File: config.mk
export PLATFORM = sky130hd
export DESIGN_NAME = cnt_ctrl
export DESIGN_NICKNAME = d
export VERILOG_FILES = /design/src/rtl/cnt_ctrl.sv
export SDC_FILE = /design/constraint.sdc
export NUM_CORES = 1
export LEC_CHECK = 0
export ABC_AREA = 1
export CAP_MARGIN = 20
export CORE_MARGIN = 5
export CORE_UTILIZATION = 52
export CTS_CLUSTER_DIAMETER = 50
export DETAILED_ROUTE_END_ITERATION = 10
export DONT_BUFFER_PORTS = 1
export HOLD_SLACK_MARGIN = 0.03
export PLACE_DENSITY = 0.7
export SLEW_MARGIN = 30
export SYNTH_ARGS = -nofsm -noshare
export SYNTH_HDL_FRONTEND = slang
export SYNTH_SLANG_ARGS = --single-unit
File: constraint.sdc
create_clock -name clk -period 1.1 [get_ports clk]
set_clock_uncertainty 0.1 [all_clocks]
set_input_delay 0.165 -clock clk [delete_from_list [all_inputs] [get_ports clk]]
set_output_delay 0.165 -clock clk [all_outputs]
set_load 0.02 [all_outputs]
File: src/rtl/cnt_ctrl.sv
// Push-button control front-end for the 4-bit counter: synchronises and debounces
// run/pause and clear buttons, then produces a periodic en tick and a one-cycle clr pulse.

// One button lane: 2-flop synchroniser, stability-count debouncer, 0->1 edge detect.
module cnt_ctrl_btn #(
    parameter int DB_CYCLES = 4
) (
    input  logic clk,
    input  logic reset,
    input  logic btn,
    output logic rise
);
    localparam int CW = (DB_CYCLES > 1) ? $clog2(DB_CYCLES) : 1;
    localparam logic [CW-1:0] CNT_LAST = CW'(DB_CYCLES - 1);

    logic          s1;
    logic          s2;
    logic          level;
    logic [CW-1:0] cnt;
    logic          settle;

    // The debounced level flips on the edge that completes DB_CYCLES stable samples.
    assign settle = (s2 != level) && (cnt == CNT_LAST);
    assign rise   = settle && s2;

    always_ff @(posedge clk or posedge reset) begin
        if (reset) begin
            s1    <= 1'b0;
            s2    <= 1'b0;
            level <= 1'b0;
            cnt   <= '0;
        end else begin
            s1 <= btn;
            s2 <= s1;
            if (s2 == level) begin
                cnt <= '0;
            end else if (settle) begin
                level <= s2;
                cnt   <= '0;
            end else begin
                cnt <= cnt + 1'b1;
            end
        end
    end
endmodule

module cnt_ctrl #(
    parameter int DB_CYCLES = 4,
    parameter int DIV       = 10
) (
    input  logic clk,
    input  logic reset,
    input  logic btn_run,
    input  logic btn_clr,
    output logic en,
    output logic clr,
    output logic running
);
    localparam int DW = (DIV > 1) ? $clog2(DIV) : 1;
    localparam logic [DW-1:0] DIV_LAST = DW'(DIV - 1);

    logic          run_rise;
    logic          clr_rise;
    logic [DW-1:0] div;

    cnt_ctrl_btn #(.DB_CYCLES(DB_CYCLES)) u_run (
        .clk   (clk),
        .reset (reset),
        .btn   (btn_run),
        .rise  (run_rise)
    );

    cnt_ctrl_btn #(.DB_CYCLES(DB_CYCLES)) u_clr (
        .clk   (clk),
        .reset (reset),
        .btn   (btn_clr),
        .rise  (clr_rise)
    );

    always_ff @(posedge clk or posedge reset) begin
        if (reset) begin
            running <= 1'b0;
            en      <= 1'b0;
            clr     <= 1'b0;
            div     <= '0;
        end else begin
            if (run_rise) begin
                running <= ~running;
            end
            // A clear restarts the tick period and wins over a divider wrap.
            if (clr_rise) begin
                clr <= 1'b1;
                en  <= 1'b0;
                div <= '0;
            end else begin
                clr <= 1'b0;
                if (running) begin
                    en  <= (div == DIV_LAST);
                    div <= (div == DIV_LAST) ? '0 : div + 1'b1;
                end else begin
                    en <= 1'b0;
                end
            end
        end
    end
endmodule

**Word level (Yosys, flattened, before mapping)**

Index checks and enable logic that the tools add are counted.

- Flip-flop bits (word level): 17
- Word-level logic and storage cells: 42

- Add/subtract/negate cells: 3
- Equal/unequal tests: 7
- Mux-type cells: 10
- Bitwise operators: 3
- Reductions and logical operators: 7

Operator list:

| operator | count |
|---|---|
| two-way mux 4 bit | 3 |
| two-way mux 2 bit | 4 |
| adder 2 x 1 -> 2 bit (second input constant) | 2 |
| adder 4 x 1 -> 4 bit (second input constant) | 1 |
| == test 2 bit (second input constant) | 2 |
| == test 4 bit (second input constant) | 1 |
| logical AND 1 bit | 4 |
| AND reduction 2 bit | 2 |
| two-way mux 1 bit | 3 |
| NOT 1 bit | 3 |
| == test 1 bit | 2 |
| inequality test 1 bit | 2 |
| nonzero test 2 bit | 1 |

**Longest topological paths before layout**

Gate-level depths: netlist of run 1.

- Depth after elaboration: 4
- Gate-level depth with buffers: 7
- Depth with buffers taken out: 7

**Hierarchy**

Synthesis of run 1 repeated with hierarchy kept, for this count alone.

- Cells, all modules: 77
- Area total of the unflattened synthesis: 738.2 um2

By module, submodules not included:

| module | instances | cells each | area an instance (um2) |
|---|---|---|---|
| cnt_ctrl_btn | 2 | 19 | 190.2 |
| cnt_ctrl | 1 | 39 | 357.8 |

**Worst setup path before layout of run 1**

Ideal clock, no wire load.

- Path type: register to register
- Start: register u_clr.cnt[0]
- End: register div[3]
- Library setup time: 0.065 ns
- Arrival: 0.970 ns
- Data required time: 0.935 ns
- Path slack: -0.035 ns
- Cell stages (with the launch flop): 7
- Clock period less this slack: 1.135 ns
- Cells stage by stage: dfrtp_1 > ha_1 > nand3_2 > nand2_2 > nor2_1 > nand2_1 > nand2_1

- Longest elaborated chain between the ends: 4

RTL lines:

| element | line | source |
|---|---|---|
| from (decl) | 19 | `logic [CW-1:0] cnt;` |
| from (signal assigned) | 41 | `cnt <= cnt + 1'b1;` |
| == test 2 bit * | 23 | `assign settle = (s2 != level) && (cnt == CNT_LAST);` |
| logical AND 1 bit * | 23 |  |
| logical AND 1 bit * | 24 | `assign rise = settle && s2;` |
| two-way mux 4 bit / nonzero test 2 bit (equally long branches) | n/a |  |
| to (signal assigned) | 99 | `div <= (div == DIV_LAST) ? '0 : div + 1'b1;` |
| to (decl) | 64 | `logic [DW-1:0] div;` |

Every way passes the cells marked *; elsewhere a longest branch is shown, timed or not.
A chain may end at the register's enable or synchronous reset.

**Worst setup path after layout of run 1**

- Start: register div[1]
- End: register div[3]

- Longest elaborated chain between the ends: 4

RTL lines:

| element | line | source |
|---|---|---|
| adder 4 x 1 -> 4 bit / == test 4 bit (equally long branches) | 99 |  |
| two-way mux 4 bit * | 99 |  |
| two-way mux 4 bit * | 97 | `if (running) begin` |
| two-way mux 4 bit * | 91 | `if (clr_rise) begin` |

Every way passes the cells marked *; elsewhere a longest branch is shown, timed or not. The select of a mux whose other input is x is not followed.

==> impl_results.md, run 1 <==
- Vias in the first global route: 497
- Drt total wl: 1060 um
- Routed len/inst: 10.8 um
- Failing checks: negative setup slack
- Cell Area, Synth: 726 sq um
- Setup TNS: -0.0541 ns
- Worst Setup Path Type: reg -> reg
- Clk sinks: 17
- Net Sw Frac: 0.366
- CP Launch Point: div[1]
- Power Internal: 0.00138 W
- Fin. Hold Viols: 0
- Residual DRC: 0
- Die H: 47.4 um
- Inserted Diodes: 0
- Chip width: 47.4 um
- # IOs: 7
- Maximum clock rate: 0.895 GHz
- Design Area, Final: between 800 and 900 sq um
- Die area: 0.00224 sq mm
- Global route overflow: 0
- Syn. warnings: 0
- Worst reg2reg startpoint: div[1]
- Number of buffers created by CTS: 3
- Combinational share of power: 0.403
- Drt pass-1 iters: 4
- Cell variety after synth: 16
- Leakage: 0.454 nW
- Clk pwr share: 0.143
- Psw: 0.000797 W
- Critical Path RT: 1.19 ns
- Hold crit path type: in -> async
- Outcome: finished with violations
- Number of antenna violations at the first check in global routing: 0
- Layout area overhead: 22.2%
- Nets: 92
- Max incr delay on CP: 0.41 ns
- Maxcap violations: 0
- Worst Path Buf+Inv: 2
- Seq/Total Area, Yosys: 0.586
- Pwr dens: 2460 mW/mm^2
- Top cell by count, worst path: nand2_1
- Mapped Nets: 77
- Syn avg cell area: 10.5 sq um
- Max clock buf depth: 2
- Number of synthesized register bits: 17
- Worst-Margin Slew: 0.232 ns
- Post-Syn Instances: 69
- Dpl cell area: 795 sq um
- Share of power burned in registers: 0.454
- Initial DRC Count: 1
- Crit-path cells: inv_1 > ha_2 > nand3_4 > inv_2 > nor2_1 > nand2_1 > nand2_1
- Root buffer cell: clkbuf_4
- VDD IR-drop max: 1.36 mV
- Slowest library cell on the worst path: dfrtp_1
- Kind of end point of the critical path: flop
- Routed vias/inst: approximately 4.8
- Fin crit share: 1.02
- CORE AREA: 0.00132 sq mm
- Crit path max fanout: 4
- # H-tree levels: 1
- Final WS setup: -0.0169 ns
- Worst skew pair latency: ~0.29 ns
- Final Max Tran Viols: 0
- Final setup viols: 4
- Clock-pin slew on the worst setup and hold paths: 0.09 ns
- ANT nets after route: 0
- Commonest non-fill, non-tap cell in the layout: dfrtp_1
- First-pass GRT wire length: roughly 2100 um
- Proportion of layout cells with a drive suffix above 1: 0.301
- Vias: 470
- Final worst path period need: 1.12 ns
- Relative slew slack: 0.845
- Site Rows: 13
- Final GP Congestion: 0.727
- RSZ-0062 raised after global routing: true
- Commonest cells after routing, fill and taps aside: 16 x dfrtp_1, 10 x inv_1, 8 x nand2_1, 7 x nor2_1, 6 x buf_4
- Startpoint types: flop
- Tot GR Track Use: 0.138
- Dpl hpwl: 785 um
- Starting Density: 0.551
- I/O Buffers: 0
- Cell family with most CP delay: flip-flops
- Critical Path AT: 1.20 ns
- CTS tree: done
- Largest net degree at the start of global routing: 16
==> path summary, 6_finish.rpt <==
kind	endpoint	slack, ns	cells past startpoint
setup reg to reg	div[3]	-0.02	7
hold reg to reg	u_clr.s2	0.26	0
max in group asynchronous	running	0.41	3
hold / removal	u_clr.s1	0.09	2
min in group clk	u_clr.s2	0.26	0
setup / recovery	div[3]	-0.02	7
==> cell type report <==
type                       instances  area, sq um
clock inverter                     1         5.00
timing repair buffer              10         86.3
multi-input combinational         39          279
clock buffer                       3         22.5
inverter                          13         48.8
sequential                        17          427
fill                             109          430
tap                               15         18.8
==> synthesized netlist by cell type (all sizes together) <==
library cell / number / share of area
o21ai: 4 / 0.038
nor2: 7 / 0.036
nand4: 2 / 0.017
xnor2: 2 / 0.024
dfrtp: 17 / 0.59
nand3: 8 / 0.086
nand2: 9 / 0.050
nor3: 2 / 0.014
ha: 4 / 0.069
xor2: 1 / 0.012
inv: 13 / 0.067
==> worst register-to-register path, cell delays in order, from the launching register on <==
cell and delay [ns]:
dfrtp_1 0.41, inv_1 0.07, ha_2 0.18, nand3_4 0.09, inv_2 0.06, nor2_1 0.03
nand2_1 0.05, nand2_1 0.04
==> timing repair <==
action                                 CTS  global route
endpoints found under the hold margin   19             0
hold buffers                             3             0
setup endpoints to repair                5             7
pin swaps                                3             1
gates resized for setup                  4             3
buffers inserted                         1             0
==> power by group through the flow <==
stage	Combinational [W]	Clock [W]	Sequential, W
floorplan	0.000515	0	0.00102
global placement	0.000745	0	0.00100
detailed placement	0.000771	0	0.00101
CTS	0.000875	0.000329	0.000988
global route	0.00104	0.000364	0.00102
finish	0.000878	0.000311	0.000990
==> logic make-up (layout without fill, tap and decap cells) <==
logic type | Yosys count | count (layout) | synth area share
AND/OR/NAND/NOR | 28 | 28 | 0.203
flip-flops | 17 | 17 | 0.586
buffers and inverters | 13 | 27 | 0.0672
adder cells (fa/ha/maj) | 4 | 4 | 0.0690
AO/OA/AOI/OAI | 4 | 4 | 0.0379
XOR/XNOR | 3 | 3 | 0.0362
==> per-layer routing <==
metal  share of wire  wire length [um]  track usage
met5               0                 0            0
met1            0.44               463        0.158
met2            0.51               542        0.230
met4               0                 0       0.0331
met3           0.051                54       0.0690
==> stage by stage <==
| step | hold slack, ns | power [W] | util | setup slack (ns) | std cells |
|---|---|---|---|---|---|
| finish | 0.0942 | 0.00218 | 0.673 | -0.0169 | 98 |
| global route | 0.0952 | 0.00242 | 0.673 | -0.0896 | 98 |
| CTS | 0.0610 | 0.00219 | 0.670 | -0.0253 | 98 |
| detailed placement | -0.173 | 0.00178 | 0.603 | -0.0577 | 90 |
| global placement | -0.179 | 0.00175 | 0.603 | -0.0378 | 90 |
| floorplan | -0.00893 | 0.00153 | - | 0.00299 | 69 |
==> state kept, by name, indices dropped and copies added (netlist names) <==
| signal | cells |
|---|---|
| u_clr.level | 1 |
| en | 1 |
| div | 4 |
| running | 1 |
| u_run.s2 | 1 |
| u_clr.s1 | 1 |
| u_run.s1 | 1 |
| u_clr.cnt | 2 |
| clr | 1 |
| u_clr.s2 | 1 |
| u_run.cnt | 2 |
| u_run.level | 1 |
Note: power is estimated with default switching activity, not from simulation.
==> inputs of run 2 (changes only) <==
Settings changed: ABC_AREA 1 to unset, CORE_UTILIZATION 52 to 51, PLACE_DENSITY 0.7 to 0.69.
==> impl_results.md, run 2 <==
- Placed cells: 78
- CTS tree: done
- Top Registers: div (4), u_clr.cnt (2), u_run.cnt (2)
- Tot GR Track Use: 0.139
- Proportion of layout cells with a drive suffix above 1: 0.384
- Clk sinks: 17
- Number of synthesized register bits: 17
- Die H: 46.7 um
- Cell Area, Synth: 687 sq um
- Share of synthesized flip-flops with an asynchronous set or reset: 1.00
- Drt pass-1 iters: 4
- Post-route insts no fill: 88
- Design Area, Final: 910 sq um
- Vias in the first global route: 489
- Slowest library cell on the worst path: dfrtp_1
- Dpl cell area: 778 sq um
- Top post-synthesis cells by area: dfrtp_1 62%, ha_1 7.3%, o21ai_0 2.9%
- Worst skew pair latency: between 0.2 and 0.3 ns
- Outcome: finished with violations
- Root buffer cell: clkbuf_4
- Final setup viols: 6
- Largest net degree at the start of global routing: 18
- I/O Buffers: 0
- Mapped Nets: 65
- Pwr dens: 2500 mW/mm^2
- Worst-Margin Slew: between 0.2 and 0.25 ns
- VDD IR-drop max: 1.68 mV
- Crit-path cells: inv_2 > ha_4 > nand3b_4 > or3b_4 > a21oi_2
- # IOs: 7
- Syn avg cell area: 12.1 sq um
- Routed len/inst: 13.7 um
- Syn. warnings: 0
- Global route overflow: 0
- Vias: 441
- Cell family with most CP delay: simple AND/OR/NAND/NOR gates
- Final GP Congestion: between 0.7 and 0.8
- Residual DRC: 0
- Ys flop type: dfrtp_1
- Number of antenna violations at the first check in global routing: 0
- Maximum clock rate: 0.733 GHz
- RSZ-0062 raised after global routing: true
- Hold crit path type: in -> async
- Most common cell in the netlist: dfrtp_1
- Final worst path period need: 1.36 ns
- Routed vias/inst: between 5 and 6
- Number of buffers created by CTS: 3
- CORE AREA: ~0.0013 sq mm
- EDFF count, synth: 0
- Starting Density: 0.535
- Failing checks: negative setup slack
- Maxcap violations: 0
- Commonest non-fill, non-tap cell in the layout: dfrtp_1
- Site Rows: 13
- Chip width: roughly 47 um
- Seq/Total Area, Yosys: 0.619
- Fin. Hold Viols: 0
- First-pass GRT wire length: about 2100 um
- Startpoint types: flop
- Post-Syn Instances: 57
- Critical Path RT: 1.21 ns
- Worst Setup Path Type: reg -> reg
- ANT nets after route: 0
- Clock-pin slew on the worst setup and hold paths: 0.10 ns
- Relative slew slack: 0.839
- Synth cell count leaders: 17 x dfrtp_1, 5 x nand2_1, 4 x ha_1, 4 x inv_1, 4 x o21ai_0
- Hold Slack: 0.238 ns
- Tot Pwr: around 0.0023 W
- Final WS setup: -0.264 ns
- Largest reg by FF count: div
- Commonest cells after routing, fill and taps aside: 16 x dfrtp_1, 8 x buf_4, 4 x nand2_1
- Max FFs per register: 4
- Kind of end point of the critical path: flop
- Max clock buf depth: 2
- Critical Path AT: between 1 and 1.5 ns
- Nets: 82
- Cell variety after synth: 20
- Final Max Tran Viols: 0
- Dpl hpwl: 799 um
- Area of the multi-input gates: between 300 and 400 sq um
- Leakage: about 0.43 nW
- Inserted Diodes: 0
- Layout area overhead: 32.4%
- Setup TNS: -1.08 ns
- # H-tree levels: 1
- Initial DRC Count: 2
- Register area: 427 sq um
- Worst Path Buf+Inv: 1
- Share of Yosys cell area claimed by the top area cell type: 0.619
- Crit path max fanout: 3
- Fin crit share: 1.24
- Max incr delay on CP: 0.41 ns
- Fillcell total: 93
- Die area: between 0.002 and 0.0025 sq mm
- Drt total wl: roughly 1200 um
- Leading area contributor after synthesis: dfrtp_1
[run 2: cell count changes after synthesis, moves of 3 or more]
cell / change
nand2_1: -3
nand3_1: -5
inv_2: -3
a21oi_1: +3
nor2_1: -5
inv_1: -6
[run 2: worst register-to-register path, cell delays in order, from the launching register on]
cell,delay [ns]
dfrtp_1,0.41
inv_2,0.06
ha_4,0.16
nand3b_4,0.07
or3b_4,0.37
a21oi_2,0.12
[run 2: what timing repair did]
item                                    CTS  global route
resized for setup                         3            13
endpoints found under the setup margin    6            10
gates cloned                              0             0
hold buffers                              3             0
pin swaps                                 1             4
setup buffers                             1             3
endpoints found under the hold margin    19             0
[run 2: worst paths after layout]
| check | start | endpoint | slack, ns | depth (start not counted) |
|---|---|---|---|---|
| setup / recovery | div[1] | div[2] | -0.26 | 5 |
| hold / removal | reset | u_run.s2 | 0.24 | 3 |
| setup reg to reg | div[1] | div[2] | -0.26 | 5 |
| hold reg to reg | u_run.s1 | u_run.s2 | 0.27 | 0 |
| max in group asynchronous | reset | running | 0.47 | 3 |
| min in group clk | u_run.s1 | u_run.s2 | 0.27 | 0 |
[run 2: cell families after synthesis]
family	share of synthesized area
AOI/OAI and AO/OA	0.0747
xor gates and xnor gates	0.0383
adders and majority gates	0.0729
buffers and inverters	0.0291
DFF	0.619
and+or+nand+nor	0.166
[run 2: metal layers]
| metal | vias to the layer above | global-route usage | routed length (um) |
|---|---|---|---|
| li1 | 222 | - | - |
| met1 | 214 | 0.192 | 569 |
| met2 | 5 | 0.223 | 606 |
| met3 | 0 | 0.0234 | 32 |
| met4 | 0 | 0.0497 | 0 |
| met5 | - | 0 | 0 |
[run 2: cell type report]
| class | count | area share |
|---|---|---|
| clock buffers | 4 | 0.0289 |
| inverters | 4 | 0.0165 |
| multi-input cells | 35 | 0.341 |
| flip-flops and latches | 17 | 0.469 |
| well taps | 15 | 0.0206 |
| repair buffers | 13 | 0.124 |
[run 2: metrics by stage]
step | utilization | worst slack [ns]
5_1_grt | 0.708 | -0.319
3_5_place_dp | 0.606 | -0.241
4_1_cts | 0.665 | -0.274
6_report | 0.708 | -0.264
3_3_place_gp | 0.606 | -0.214
2_1_floorplan | - | -0.205
[run 2: where the power goes]
group          leakage, nW  internal (W)  switching, W
clock network       0.0150      0.000141      0.000182
registers            0.212      0.000823      0.000203
logic                0.203      0.000537      0.000392
total                0.430       0.00150      0.000777
==> inputs of run 3 (changes only) <==
Settings changed: CORE_MARGIN 5 to unset, TNS_END_PERCENT set to 5.
==> impl_results.md, run 3 (synthesis gave the netlist of run 2 again) <==
- Critical Path RT: about 1.2 ns
- Drt pass-1 iters: 4
- Largest reg by FF count: div
- Fillcell total: 75
- Commonest non-fill, non-tap cell in the layout: dfrtp_1
- Dpl hpwl: 891 um
- # H-tree levels: 1
- Number of antenna violations at the first check in global routing: 0
- Vias in the first global route: ~520
- Failing checks: negative setup slack
- Share of power burned in registers: 0.487
- Clock-pin slew on the worst setup and hold paths: roughly 0.10 ns
- Root buffer cell: clkbuf_4
- Proportion of layout cells with a drive suffix above 1: 0.275
- Register area: 425 sq um
- Chip width: 38.7 um
- Drt total wl: 1250 um
- Net Sw Frac: 0.349
- Worst-Margin Slew: 0.234 ns
- Tot Pwr: 0.00209 W
- Clk pwr share: 0.151
- # IOs: 7
- Final WS setup: -0.318 ns
- Crit-path cells: inv_1 > ha_2 > nand3b_4 > or3b_1 > a21oi_2
- I/O Buffers: 0
- Outcome: finished with violations
- Worst Setup Path Type: reg -> reg
- Power Internal: roughly 0.0014 W
- Relative slew slack: 0.843
- Core Util, Final: 0.720
- Final Max Tran Viols: 0
- Post-CTS setup buffers: 0
- Routed len/inst: 15.1 um
- Pwr dens: about 2500 mW/mm^2
- Fin crit share: 1.29
- ANT nets after route: 0
- Final worst path period need: 1.42 ns
- Die H: 38.7 um
- VDD IR-drop max: 1.75 mV
- Final setup viols: 6
- Maximum clock rate: ~0.71 GHz
- Max clock buf depth: 2
- Layout area overhead: 22.8%
- Leakage: 0.404 nW
- Die area: 0.00150 sq mm
- Tot GR Track Use: 0.224
- Global route overflow: 0
- RSZ-0062 raised after global routing: true
- Psw: 0.000732 W
- Maxcap violations: 0
- Area of the multi-input gates: about 280 sq um
- Crit path max fanout: 5
- Final GP Congestion: around 0.84
- CORE AREA: 0.00117 sq mm
- Site Rows: 12
- Top Registers: div (4), u_clr.cnt (2), u_run.cnt (2)
- Dpl cell area: 756 sq um
- Routed vias/inst: between 5 and 6
- Design Area, Final: 843 sq um
- Max incr delay on CP: around 0.42 ns
- Starting Density: 0.587
- Kind of end point of the critical path: flop
- Slowest library cell on the worst path: dfrtp_1
- First-pass GRT wire length: 2250 um
- Residual DRC: 0
- CTS tree: done
- Max FFs per register: 4
- Commonest cells after routing, fill and taps aside: 17 x dfrtp_1, 5 x buf_4, 4 x nand2_1, 4 x inv_1
- Clk sinks: 17
- Worst skew pair latency: 0.28 ns
- Inserted Diodes: 0
- Initial DRC Count: 5
- Startpoint types: flop
- Hold crit path type: in -> async
- Critical Path AT: 1.53 ns
- Number of buffers created by CTS: 3
- Fin. Hold Viols: 0
- Vias: 447
- Nets: 78
- Largest net degree at the start of global routing: 16
- Combinational share of power: 0.362
==> run 3: worst paths after layout <==
kind / start / endpoint / slack, ns / cells after the start
min reg2reg: u_clr.s1 / u_clr.s2 / 0.26 / 0
max: div[1] / div[2] / -0.32 / 5
max reg2reg: div[1] / div[2] / -0.32 / 5
min: reset / clr / 0.07 / 2
max in group asynchronous: reset / u_clr.s2 / 0.42 / 3
min in group clk: u_clr.s1 / u_clr.s2 / 0.26 / 0
==> run 3: critical path: cells and delay by family, from the launching register on <==
family | cells | cell delay, ns
AO/OA/AOI/OAI | 1 | 0.12
adder cells (fa/ha/maj) | 1 | 0.21
AND/OR/NAND/NOR | 2 | 0.44
flip-flops | 1 | 0.42
buffers and inverters | 1 | 0.07
==> run 3: routing by layer <==
| layer | global-route usage | vias up | share of wire |
|---|---|---|---|
| li1 | - | 216 | - |
| met1 | 0.262 | 226 | 0.43 |
| met2 | 0.421 | 5 | 0.55 |
| met3 | 0.0347 | 0 | 0.020 |
| met4 | 0.0517 | 0 | 0 |
| met5 | 0 | - | 0 |
==> run 3: final cells by class <==
| class | count | area share |
|---|---|---|
| timing repair buffer | 9 | 0.0935 |
| multi-input combinational | 35 | 0.332 |
| clock buffer | 4 | 0.0312 |
| tap | 14 | 0.0208 |
| inverter | 4 | 0.0178 |
| sequential | 17 | 0.504 |
==> run 3: power by group through the flow <==
stage               registers (W)  clock network (W)  logic [W]
floorplan                0.000987                  0   0.000478
global placement         0.000979                  0   0.000623
detailed placement        0.00101                  0   0.000702
CTS                       0.00100           0.000326   0.000734
global route              0.00104           0.000345   0.000839
finish                    0.00102           0.000316   0.000758
==> run 3: what timing repair did <==
action,CTS,global route
endpoints found under the setup margin,8,10
pin swaps,0,0
hold buffers,3,0
hold endpoints to repair,19,0
resized for setup,3,7
==> run 3: metrics by stage <==
step           worst slack (ns)  hold slack [ns]  instances  TNS [ns]
3_5_place_dp             -0.277           -0.177         76     -1.24
2_1_floorplan            -0.219         -0.00893         57    -0.438
5_1_grt                  -0.354           0.0903         83     -1.53
3_3_place_gp             -0.217           -0.182         76    -0.694
4_1_cts                  -0.302           0.0701         83     -1.11
6_report                 -0.318           0.0735         83     -1.15
